===== src/rtl/fp8_quant_packer.sv =====
// Streaming FP32 -> FP8 quantizer packing LANES bytes per word; one-cycle registered output,
// input stalls (in_ready low) whenever a packed word is held and out_ready is low.

// FP32 -> FP8 (bias 2^(E-1)-1), round-to-nearest-even, saturating to max finite; combinational.
module Float8_pack #(
   parameter int E = 4,
   parameter int M = 3
) (
   input  logic [31:0] fp32_i,
   output logic [7:0]  fp8_o,
   output logic        sat_o
);
   localparam int BIAS = (1 << (E - 1)) - 1;
   localparam int EMAX = (1 << E) - 1;
   localparam logic signed [9:0] BIAS10  = 10'(BIAS);
   localparam logic signed [9:0] EMAX10  = 10'(EMAX);
   localparam logic [E+M:0]      MAXCODE = (E + M + 1)'((1 << (E + M)) - 2);

   logic                w_sign;
   logic [7:0]          w_exp;
   logic [22:0]         w_frac;
   logic [23:0]         w_sig;
   logic signed [9:0]   w_te;
   logic [4:0]          w_sh;
   logic [47:0]         w_ext;
   logic                w_lsb, w_g, w_st;
   logic [E+M:0]        w_code;

   assign w_sign = fp32_i[31];
   assign w_exp  = fp32_i[30:23];
   assign w_frac = fp32_i[22:0];
   assign w_sig  = {1'b1, w_frac};
   assign w_te   = $signed({2'b00, w_exp}) - 10'sd127 + BIAS10;

   always_comb begin
      w_sh   = '0;
      w_ext  = '0;
      w_lsb  = 1'b0;
      w_g    = 1'b0;
      w_st   = 1'b0;
      w_code = '0;
      sat_o  = 1'b0;
      fp8_o  = '0;
      if (w_te >= 10'sd1) begin
         w_lsb  = w_frac[23-M];
         w_g    = w_frac[22-M];
         w_st   = |w_frac[21-M:0];
         w_code = {1'b0, w_te[E-1:0], w_frac[22 -: M]} + (E + M + 1)'(w_g & (w_st | w_lsb));
      end else begin
         // Subnormal target: denormalise the full significand, rounding carry may reach exponent 1.
         w_sh   = (w_te < -10'sd30) ? 5'd31 : 5'(10'sd1 - w_te);
         w_ext  = {w_sig, 24'h0} >> w_sh;
         w_lsb  = w_ext[47-M];
         w_g    = w_ext[46-M];
         w_st   = |w_ext[45-M:0];
         w_code = (E + M + 1)'(w_ext[47 -: M+1]) + (E + M + 1)'(w_g & (w_st | w_lsb));
      end

      if (w_exp == 8'hFF) begin
         if (|w_frac) begin
            fp8_o = {w_sign, {(E + M){1'b1}}};
         end else begin
            fp8_o = {w_sign, MAXCODE[E+M-1:0]};
            sat_o = 1'b1;
         end
      end else if ((w_te > EMAX10) || (w_code > MAXCODE)) begin
         fp8_o = {w_sign, MAXCODE[E+M-1:0]};
         sat_o = 1'b1;
      end else begin
         fp8_o = {w_sign, w_code[E+M-1:0]};
      end
   end
endmodule

// Packer: lane 0 is the first element; in_last or a full stage closes the word.
module fp8_quant_packer #(
   parameter int E     = 4,
   parameter int M     = 3,
   parameter int LANES = 4
) (
   input  logic                 clk,
   input  logic                 rst_n,
   input  logic                 in_valid,
   output logic                 in_ready,
   input  logic [31:0]          in_data,
   input  logic                 in_last,
   output logic                 out_valid,
   input  logic                 out_ready,
   output logic [8*LANES-1:0]   out_data,
   output logic [LANES-1:0]     out_keep,
   output logic                 out_last,
   output logic [15:0]          sat_count,
   input  logic                 clear_sat
);
   localparam int IW = $clog2(LANES);
   localparam logic [IW-1:0] LAST_IDX = IW'(LANES - 1);

   logic [7:0]          w_byte;
   logic                w_sat;
   logic                w_acc;
   logic                w_complete;
   logic [8*LANES-1:0]  w_merge_data;
   logic [LANES-1:0]    w_merge_keep;

   logic [IW-1:0]       r_idx;
   logic [8*LANES-1:0]  r_stage;
   logic [LANES-1:0]    r_skeep;
   logic                r_out_valid;
   logic [8*LANES-1:0]  r_out_data;
   logic [LANES-1:0]    r_out_keep;
   logic                r_out_last;
   logic [15:0]         r_sat_count;

   Float8_pack #(.E(E), .M(M)) u_pack (
      .fp32_i (in_data),
      .fp8_o  (w_byte),
      .sat_o  (w_sat)
   );

   assign in_ready   = !r_out_valid || out_ready;
   assign w_acc      = in_valid && in_ready;
   assign w_complete = w_acc && ((r_idx == LAST_IDX) || in_last);

   always_comb begin
      w_merge_data              = r_stage;
      w_merge_keep              = r_skeep;
      w_merge_data[8*r_idx +: 8] = w_byte;
      w_merge_keep[r_idx]       = 1'b1;
   end

   always_ff @(posedge clk or negedge rst_n) begin
      if (!rst_n) begin
         r_idx       <= '0;
         r_stage     <= '0;
         r_skeep     <= '0;
         r_out_valid <= 1'b0;
         r_out_data  <= '0;
         r_out_keep  <= '0;
         r_out_last  <= 1'b0;
      end else begin
         if (w_complete) begin
            r_out_data  <= w_merge_data;
            r_out_keep  <= w_merge_keep;
            r_out_last  <= in_last;
            r_out_valid <= 1'b1;
            r_stage     <= '0;
            r_skeep     <= '0;
            r_idx       <= '0;
         end else begin
            if (r_out_valid && out_ready) begin
               r_out_valid <= 1'b0;
            end
            if (w_acc) begin
               r_stage <= w_merge_data;
               r_skeep <= w_merge_keep;
               r_idx   <= r_idx + 1'b1;
            end
         end
      end
   end

   always_ff @(posedge clk or negedge rst_n) begin
      if (!rst_n) begin
         r_sat_count <= '0;
      end else if (clear_sat) begin
         r_sat_count <= '0;
      end else if (w_acc && w_sat && (r_sat_count != 16'hFFFF)) begin
         r_sat_count <= r_sat_count + 16'd1;
      end
   end

   assign out_valid = r_out_valid;
   assign out_data  = r_out_data;
   assign out_keep  = r_out_keep;
   assign out_last  = r_out_last;
   assign sat_count = r_sat_count;
endmodule


===== config.mk =====
export PLATFORM = sky130hd
export DESIGN_NAME = fp8_quant_packer
export DESIGN_NICKNAME = d
export VERILOG_FILES = /design/src/rtl/fp8_quant_packer.sv
export SDC_FILE = /design/constraint.sdc
export NUM_CORES = 1
export LEC_CHECK = 0
export ABC_AREA = 1
export ABC_CLOCK_PERIOD_IN_PS = 1900
export CELL_PAD_IN_SITES_DETAIL_PLACEMENT = 1
export CELL_PAD_IN_SITES_GLOBAL_PLACEMENT = 1
export CORE_ASPECT_RATIO = 0.9
export CORE_MARGIN = 2
export CORE_UTILIZATION = 36
export CTS_CLUSTER_DIAMETER = 50
export CTS_CLUSTER_SIZE = 12
export DETAILED_ROUTE_END_ITERATION = 8
export PLACE_DENSITY = 0.8
export SLEW_MARGIN = 0
export SYNTH_ARGS = -nofsm -noshare
export SYNTH_HDL_FRONTEND = slang
export SYNTH_SLANG_ARGS = --single-unit

===== constraint.sdc =====
create_clock -name clk -period 1.9 [get_ports clk]
set_clock_uncertainty 0.15 [all_clocks]
set_input_delay 0.38 -clock clk [delete_from_list [all_inputs] [get_ports clk]]
set_output_delay 0.38 -clock clk [all_outputs]
set_load 0.005 [all_outputs]

==> results of run 1 <==
-- area by class of cell --
class / instances / area, um2
fill: 2316 / 8300
multi-input combinational: 811 / 4460
timing repair buffer: 258 / 2390
sequential: 92 / 2310
inverter: 94 / 365
tap: 245 / 307
clock buffer: 10 / 229
clock inverter: 6 / 48.8
-- worst reg2reg max path, cell delays in order, from the launching register on --
cell and delay [ns]:
dfrtp_1 0.40, buf_4 0.13, nand3_1 0.18, nor2_1 0.20
nand3_1 0.14, nor4_1 0.29, xor2_1 0.23, nand4_1 0.14
nand2_2 0.09
-- per-stage QoR --
stage | hold WS, ns | instance area, um2 | TNS, ns
2_1_floorplan | -0.0656 | 6970 | -161.45
3_3_place_gp | 0.213 | 9030 | -199.39
3_5_place_dp | 0.210 | 9030 | -216.54
4_1_cts | 0.332 | 9790 | -147.30
5_1_grt | 0.359 | 10100 | -189.92
6_report | 0.320 | 10100 | -177.09
-- power by group --
group | leakage [nW] | internal [mW] | switching, mW
combinational | 3.82 | 1.14 | 1.62
clock | 0.137 | 0.901 | 0.852
sequential | 1.26 | 2.13 | 0.105
total | 5.22 | 4.18 | 2.58
-- sequential cells by signal (all words and copies together) (netlist names) --
register	count
r_skeep	4
r_idx	2
out_data	32
sat_count	16
out_valid	1
r_stage	32
out_keep	4
out_last	1
-- cells in the final DEF, fill, tap and decap left out, types with 3 or more instances in the layout --
| cell type | n |
|---|---|
| nand2_1 | 399 |
| buf_4 | 141 |
| nand3_1 | 108 |
| dfrtp_1 | 89 |
| inv_1 | 80 |
| clkdlybuf4s50_1 | 78 |
| nor2_1 | 53 |
| nand2_2 | 41 |
| nand4_1 | 26 |
| o21ai_0 | 25 |
| nand3_2 | 24 |
| nand2_4 | 16 |
| xor2_1 | 15 |
| nor2_4 | 14 |
| buf_6 | 13 |
| ha_1 | 12 |
| buf_12 | 10 |
| inv_2 | 9 |
| clkbuf_16 | 9 |
| nor4_1 | 8 |
| nor2_2 | 6 |
| o21ai_2 | 6 |
| nor3_1 | 6 |
| inv_4 | 5 |
| nand3_4 | 5 |
| dlygate4sd2_1 | 5 |
| a21oi_1 | 4 |
| ha_4 | 4 |
| clkinv_4 | 4 |
| nand2_8 | 3 |
| a31oi_4 | 3 |
| xnor2_1 | 3 |
| o22ai_2 | 3 |
| o21ai_1 | 3 |
| dlymetal6s2s_1 | 3 |
| dfrtp_2 | 3 |
-- worst max-delay path by stage --
| stage | to | slack, ns | cells after the start |
|---|---|---|---|
| 6_report | sat_count[15]$_DFFE_PN0P_ | -2.60 | 36 |
| 4_1_cts | sat_count[15]$_DFFE_PN0P_ | -2.18 | 34 |
| 2_1_floorplan | sat_count[10]$_DFFE_PN0P_ | -2.45 | 36 |
| 3_5_place_dp | sat_count[2]$_DFFE_PN0P_ | -3.10 | 34 |
| 5_1_grt | sat_count[4]$_DFFE_PN0P_ | -2.79 | 33 |
| 3_3_place_gp | sat_count[2]$_DFFE_PN0P_ | -2.86 | 35 |
-- metal layers --
layer / up-vias / wire length (um) / GRT usage
met5: - / 0 / 0
met4: 0 / 1270 / 0.0884
li1: 3772 / - / -
met3: 114 / 1390 / 0.0473
met1: 4019 / 12000 / 0.320
met2: 282 / 14700 / 0.468
-- kinds of logic (layout without fill, tap and decap cells) --
kind of cell / count (synthesis) / in the layout / share of synthesized area
xor+xnor: 18 / 18 / 0.0233
compound gates: 56 / 56 / 0.0513
mux: 1 / 1 / 0.00148
fa+ha+maj: 17 / 17 / 0.0314
simple gates: 718 / 719 / 0.467
flops: 92 / 92 / 0.340
buf+inv: 136 / 368 / 0.0860
-- what timing repair did --
action                                  in CTS  in global routing
resized for setup                           79                 71
pin swaps                                   34                 39
endpoints found under the setup margin      91                 96
hold endpoints to repair                    25                  0
buffers inserted                            25                 10
hold buffers                                 1                  0
cloned                                       3                  0
==> results.toml, run 1 <==
[worst_setup_path]
critPathLaunch = "in_data[23]"
ff2ff_path_depth = 8
max_stage_delay_ns = 0.22
critical_path_required_ns = 1.98
start_kind = "input port"
critical_path_buf_inv_count = 8
cp_max_fo = 7
cpMostUsedCell = "nor2_4"
cp_slowest_cell = "o21ai_4"
reg2reg_setup_slack_ns = -0.12
arrival_ns = 4.58
rr_startpoint = "sat_count[0]$_DFFE_PN0P_"
r2r-end = "sat_count[15]$_DFFE_PN0P_"
crit_type = "input port to register"
cp-end-kind = "register"
crit_family = "simple AND/OR/NAND/NOR gates"

[yosys]
syn_inst = 1038
synthTopCellsByCount = "429 x nand2_1, 135 x nand3_1, 92 x dfrtp_1"
synthTopCellsByArea = "dfrtp_1 34%, nand2_1 24%, nand3_1 10%, inv_1 4.9%, nor2_1 3.5%"
async_reset_ff_frac = 1.00
yosysWarnings = 0
synthesis.area_mm2 = 0.00678
synth_ff_type = "dfrtp_1"
yosys.cell_types.count = 46
synth_edf_count = 0
ys_ff_latch = 92
ys_seq_area_frac = 0.340
netlist.area_leader.share = 0.340
yosysMostFrequentCell = "nand2_1"
syn-num-nets = 1093
avgSynthCellArea_um2 = 6.53
synth_top_area_cell = "dfrtp_1"

[floorplanning]
ios = 93
die_h_um = 134
initial_core_util = 0.368
rows = 47
core_area_mm2 = 0.0184
die_x_um = 149
die_area_mm2 = 0.0199

[worst_hold_path]
hold_start = "r_skeep[3]$_DFFE_PN0P_"
hold_depth = 2
hold_end = "r_skeep[3]$_DFFE_PN0P_"
min-delay-path-class = "register to register"

[placement]
dp_slack_ns = -3.10
numPortBuffers = 92
dp_cells = 1462
hpwlAfterDp_um = 18200
gp_congestion = 0.876

[grt]
grt_max_degree = 35
grt_pass1_wl_um = 42300
overflow = 0
first_global_vias = 8399
grtUsageTotal = 0.263
antenna_found_initial = 0

[flow_run]
drv_cap = 0

[cells_and_area]
drive_gt1_frac = 0.267
layout.nets = 1321
areaGrowthSynthToFinish_pct = 49.1
final_core_util = 0.549
final_cells = 1516
num_antenna_cells = 0

[route]
vias = 8187
drtAntennaViolNets = 0
first_pass_iters = 5
wirelength_um = 29400
drt-initial-drc-count = 415
viasPerCell = 5.40
drc = 0
routedWlPerCell_um = 19.4

[clocking]
clock_path_buffers = 2
clk_pin_slew_ns = 0.06
cts_max_level = 3
clk_latency_ns = 0.36
cts_root_buf = "clkbuf_16"
cts_buffers = 9
clock_sinks = 92
cts_tree = "yes"

[sta]
timing.final.ws_setup_ns = -2.60
fin_crit_ns = 4.50
hold_viol_final = 0
finalMaxSlewViolations = 0
setup_violations = 75
fmax_mhz = 222
rsz0062_at_grt = "yes"
tightest_slew_ns = 0.638
timing.final.crit_share = 2.37
slew_headroom = 0.570

[power]
power_density_mw_per_mm2 = 669
fin_total_pwr_mw = 6.76
worst_ir_drop_vdd_v = 0.000509
power_leakage_nw = 5.22

[outcome]
outcome = "complete, but fails checks"
violations = "setup timing"
Note: power is estimated with default switching activity, not from simulation.
==> run 2, diff against run 1 <==
- PLACE_DENSITY: 0.8 -> 0.79
- SYNTH_HIERARCHICAL: default -> 1
==> run 2 against run 1 <==
Net effect: critical path depth up 1; fmax up 4.5%; wire length up 6.3%; flip-flop and latch count unchanged; the flow still finishes with violations (setup timing); sequential share of layout area down 0.35 points.
==> results.toml, run 2 <==
[yosys]
synthTopCellsByArea = "dfrtp_1 34%, nand2_1 20%, nand3_1 9.2%, inv_1 5.7%, o21ai_0 3.7%"
syn_inst = 985
muxShareOfSynthArea = 0.00149
synthAdderAreaFrac = 0.0299
netlist.area_leader.share = 0.343
synth_ff_type = "dfrtp_1"
synth_compound_area_frac = 0.0924
yosysMostFrequentCell = "nand2_1"
synthesis.area_mm2 = 0.00671
ys_ff_latch = 92
synth_top_family_by_area = "simple AND/OR/NAND/NOR gates"
ys_seq_area_frac = 0.343
syn-num-nets = 1039
yosys.cell_types.count = 46
async_reset_ff_frac = 1.00
synthTopCellsByCount = "352 x nand2_1, 123 x nand3_1, 102 x inv_1"
avgSynthCellArea_um2 = 6.81
synth_edf_count = 0
synth_top_area_cell = "dfrtp_1"
synth_xor_area_frac = 0.0118
yosysWarnings = 6
synthSimpleGateAreaFrac = 0.412

[placement]
dp_cells = 1409
hpwlAfterDp_um = 16600
numPortBuffers = 92
dp_slack_ns = -3.09
gp_congestion = 0.849

[cells_and_area]
final_common_cell = "nand2_1"
drive_gt1_frac = 0.316
num_antenna_cells = 0
areaGrowthSynthToFinish_pct = 53.8
final_cell_mix = "316 x nand2_1, 140 x buf_4, 103 x nand3_1"
layout.nets = 1273
final_cells = 1469

[clocking]
clk_latency_ns = 0.36
cts_tree = "yes"
clock_sinks = 92
clock_path_buffers = 2
clk_pin_slew_ns = 0.07
cts_root_buf = "clkbuf_16"
cts_max_level = 3
cts_buffers = 9

[flow_run]
drv_cap = 0

[sta]
finalMaxSlewViolations = 0
hold_viol_final = 0
setup_violations = 74
tightest_slew_ns = 0.525
fin_crit_ns = 4.31
fmax_mhz = 232
rsz0062_at_grt = "yes"
slew_headroom = 0.646
timing.final.ws_setup_ns = -2.41
timing.final.crit_share = 2.27

[floorplanning]
ios = 93
core_area_mm2 = 0.0183
die_h_um = 133
initial_core_util = 0.365
die_area_mm2 = 0.0197
rows = 47
die_x_um = 148

[worst_setup_path]
start_kind = "input port"
rr_startpoint = "r_idx[1]$_DFFE_PN0P_"
arrival_ns = 4.39
ff2ff_path_depth = 9
max_stage_delay_ns = 0.21
cpMostUsedCell = "nand2_1"
cp_max_fo = 9
cp_slowest_cell = "a22oi_2"
reg2reg_setup_slack_ns = -0.17
critical_path_required_ns = 1.98
cp-end-kind = "register"
r2r-end = "r_stage[6]$_DFFE_PN0P_"
crit_type = "input port to register"

[outcome]
outcome = "complete, but fails checks"
violations = "setup timing"

[grt]
overflow = 0
first_global_vias = 8305
antenna_found_initial = 0
grt_max_degree = 53
grt_pass1_wl_um = 42600
grtUsageTotal = 0.267

[route]
vias = 8237
first_pass_iters = 5
drc = 0
routedWlPerCell_um = 21.3
wirelength_um = 31200
drt-initial-drc-count = 513
drtAntennaViolNets = 0
viasPerCell = 5.61

[power]
power_leakage_nw = 5.04
power_density_mw_per_mm2 = 715
worst_ir_drop_vdd_v = 0.000551

[worst_hold_path]
min-delay-path-class = "input port to async pin"
[run 2: cell count changes after synthesis, moves of 7 or more]
cell      before  now
nand3_1      135  123
nand2_2       22   14
inv_1         88  102
nand4_1       26   13
inv_2          6   13
nand2_1      429  352
clkbuf_1      22    6
xor2_1        15    4
nor2_1        64   53
nand3_2        2    9
o21ai_0       32   50
o22ai_1        3   24
[run 2: metrics by stage]
stage	total power [mW]	setup TNS, ns	instance area [um2]	hold WS, ns	utilization
finish	7.37	-158.88	10300	0.323	0.562
global route	7.61	-168.47	10300	0.350	0.562
CTS	6.78	-129.88	9780	0.314	0.533
detailed placement	4.61	-206.96	8890	0.140	0.484
global placement	4.53	-195.55	8890	0.133	0.484
floorplan	3.51	-130.06	6890	-0.0656	-
[run 2: cell families after synthesis]
group	after synthesis
adder cells (fa/ha/maj)	16
XOR/XNOR	9
AND/OR/NAND/NOR	605
AO/OA/AOI/OAI	106
flip-flops	92
buffers and inverters	156
multiplexers	1
[run 2: cell type report]
type / instances / area, um2
clock buffers: 11 / 253
clock inverters: 5 / 60.1
repair buffers: 260 / 2420
inverters: 119 / 474
multi-input cells: 737 / 4480
fillers: 2266 / 8040
well taps: 245 / 307
flip-flops and latches: 92 / 2320
[run 2: what timing repair did]
action | 4_1_cts | 5_1_grt
setup endpoints to repair | 80 | 90
gates resized for setup | 121 | 108
hold buffers | 1 | 0
endpoints found under the hold margin | 18 | 0
gates cloned | 0 | 2
pin swaps | 64 | 85
buffers inserted | 29 | 15
[run 2: how the worst max path moves through the flow]
| stage | from | endpoint | slack, ns | cells after the start |
|---|---|---|---|---|
| 5_1_grt | in_data[23] | r_stage[12]$_DFFE_PN0P_ | -2.52 | 36 |
| 6_report | in_data[23] | r_stage[12]$_DFFE_PN0P_ | -2.41 | 37 |
| 4_1_cts | in_data[23] | r_stage[12]$_DFFE_PN0P_ | -1.93 | 32 |
| 3_5_place_dp | in_data[24] | sat_count[1]$_DFFE_PN0P_ | -3.09 | 34 |
| 2_1_floorplan | in_data[23] | sat_count[7]$_DFFE_PN0P_ | -1.95 | 33 |
| 3_3_place_gp | in_data[24] | sat_count[1]$_DFFE_PN0P_ | -2.96 | 34 |
[run 2: report_power, final]
part           total (mW)  switching, mW  internal, mW  leakage, nW
clock                1.96          0.863          1.10        0.152
combinational        3.15           1.85          1.30         3.64
sequential           2.26          0.142          2.12         1.25
[run 2: worst max-delay path: cells and delay by family]
family,cells,cell delay (ns)
adder cells (fa/ha/maj),1,0.20
AND/OR/NAND/NOR,25,2.58
AO/OA/AOI/OAI,2,0.34
buffers and inverters,9,0.90
[run 2: per-layer routing]
metal  vias up  global-route usage  part of all wire
met5         -                   0                 0
met1      4026               0.330              0.40
li1       3650                   -                 -
met3       164              0.0384             0.057
met2       397               0.475              0.49
met4         0              0.0958             0.056
==> run 3, diff against run 2 <==
==> constraint.sdc (replaced) <==
create_clock -name clk -period 1.9 [get_ports clk]
set_clock_uncertainty 0.15 [all_clocks]
set_input_delay 0.38 -clock clk [delete_from_list [all_inputs] [get_ports clk]]
set_output_delay 0.38 -clock clk [all_outputs]
set_load 0.05 [all_outputs]
==> run 3 against run 2 <==
Net effect: the run still ends with setup timing left; power rose by 6.0%; sequential share of layout area shrank 0.23 points; first-iteration DRC count up 15%; wire length rose by 3.7%; register-to-register slack barely moved; non-clock buffer count increased by 15; largest power group unchanged.
==> results.toml, run 3 (synthesis results as in run 2) <==
[grt]
grt_max_degree = 42
overflow = 0
grtUsageTotal = 0.284
antenna_found_initial = 0
grt_pass1_wl_um = 45000
first_global_vias = 8449

[worst_setup_path]
start_kind = "input port"
rr_startpoint = "r_idx[1]$_DFFE_PN0P_"
reg2reg_setup_slack_ns = -0.18
cp_max_fo = 7
crit_cells = 32
r2r-end = "r_idx[1]$_DFFE_PN0P_"
cpMostUsedCell = "nand2_1"
ff2ff_path_depth = 7
crit_family = "simple AND/OR/NAND/NOR gates"
critical_path_buf_inv_count = 7
critPathLaunch = "in_data[24]"
cp_slowest_cell = "ha_2"
max_stage_delay_ns = 0.26
crit_path_end = "r_stage[2]$_DFFE_PN0P_"
arrival_ns = 4.54
cp-end-kind = "register"
crit_type = "input port to register"
critical_path_required_ns = 2.03

[power]
internal_power_mw = 4.49
power_leakage_nw = 5.20
power_density_mw_per_mm2 = 754
p_sw_frac = 0.426
seq_power_share = 0.290
p_sw_mw = 3.33
combPwrFrac = 0.463
fin_total_pwr_mw = 7.82
pwr-share-clk = 0.248
worst_ir_drop_vdd_v = 0.000493

[cells_and_area]
final_common_cell = "nand2_1"
layout.nets = 1288
areaGrowthSynthToFinish_pct = 54.5
drive_gt1_frac = 0.379
fill_cells = 2261
final_core_util = 0.565
num_antenna_cells = 0
final_cell_mix = "301 x nand2_1, 201 x buf_4, 103 x nand3_1"

[placement]
gp_congestion = 0.807
hpwlAfterDp_um = 16800
numPortBuffers = 92
dp_slack_ns = -2.98

[sta]
hold_viol_final = 0
holdWs_ns = 0.323
final.setup.tns_ns = -171.94
rsz0062_at_grt = "yes"
slew_headroom = 0.693
timing.final.ws_setup_ns = -2.51
timing.final.crit_share = 2.32
fmax_mhz = 227
fin_crit_ns = 4.41
finalMaxSlewViolations = 0
tightest_slew_ns = 0.456
setup_violations = 90

[route]
routedWlPerCell_um = 21.8
drc = 0
drt-initial-drc-count = 592
vias = 8276
wirelength_um = 32400
first_pass_iters = 5
drtAntennaViolNets = 0
viasPerCell = 5.58

[clocking]
cts_tree = "yes"
clk_pin_slew_ns = 0.07
clock_path_buffers = 2
cts_root_buf = "clkbuf_16"
clk_latency_ns = 0.36
clock_sinks = 92
cts_max_level = 3
cts_buffers = 9

[floorplanning]
die_area_mm2 = 0.0197
die_x_um = 148
rows = 47
core_area_mm2 = 0.0183
ios = 93
initial_core_util = 0.365
die_h_um = 133

[outcome]
outcome = "complete, but fails checks"
violations = "setup timing"

[flow_run]
drv_cap = 0

[worst_hold_path]
min-delay-path-class = "input port to async pin"
-- run 3: changes by cell type in the layout (fill, tap and decap cells not counted), moves of 6 or more --
cell             previous run  this run
buf_4                     140       201
clkdlybuf4s50_1            81        29
nand2_2                    34        51
nand2_1                   316       301
dfrtp_1                    81        91
dfrtp_2                    11         1
o21ai_0                    24        17
buf_6                      15        21
inv_1                      93        87
inv_2                      17        23
o22ai_2                    15         9
-- run 3: worst register-to-register path: cells and delay by family, from the launching register on --
| family | cells | cell delay (ns) |
|---|---|---|
| adders and majority gates | 1 | 0.25 |
| AOI/OAI and AO/OA | 1 | 0.34 |
| DFF | 1 | 0.44 |
| and+or+nand+nor | 2 | 0.26 |
| buffers and inverters | 3 | 0.50 |
-- run 3: power by group through the flow --
| stage | Combinational [mW] | Sequential, mW | Clock, mW |
|---|---|---|---|
| floorplan | 1.27 | 2.61 | 0 |
| global placement | 2.64 | 2.26 | 0 |
| detailed placement | 2.71 | 2.26 | 0 |
| CTS | 3.01 | 2.23 | 1.93 |
| global route | 3.78 | 2.27 | 2.04 |
| finish | 3.62 | 2.26 | 1.94 |
-- run 3: what timing repair did --
item | CTS | global route
setup buffers | 30 | 16
resized for setup | 136 | 103
hold endpoints to repair | 19 | 0
pin swaps | 83 | 60
hold buffers | 1 | 0
gates cloned | 0 | 2
endpoints found under the setup margin | 74 | 79
-- run 3: metal layers --
metal  vias up  wire length, um  GRT usage
met3       121             1720     0.0363
li1       3675                -          -
met2       366            16200      0.505
met1      4114            13100      0.355
met4         0             1370     0.0979
met5         -                0          0
-- run 3: how the worst min path moves through the flow --
stage,to
floorplan,out_data[0]$_DFFE_PN0P_
finish,sat_count[8]$_DFFE_PN0P_
detailed placement,sat_count[8]$_DFFE_PN0P_
global route,sat_count[9]$_DFFE_PN0P_
CTS,sat_count[8]$_DFFE_PN0P_
global placement,sat_count[8]$_DFFE_PN0P_
-- run 3: area by class of cell --
cell class                      instances  area, um2  area share
Inverter                              119        475      0.0459
Sequential cell                        92       2300       0.222
Clock inverter                          7       82.6     0.00797
Timing Repair Buffer                  275       2450       0.236
Tap cell                              245        307      0.0296
Multi-Input combinational cell        737       4520       0.436
Clock buffer                            9        225      0.0217
-- run 3: through the flow --
| stage | cell area, um2 | cells |
|---|---|---|
| 2_1_floorplan | 6900 | 985 |
| 3_3_place_gp | 8880 | 1421 |
| 3_5_place_dp | 8880 | 1421 |
| 4_1_cts | 9830 | 1467 |
| 5_1_grt | 10400 | 1484 |
| 6_report | 10400 | 1484 |
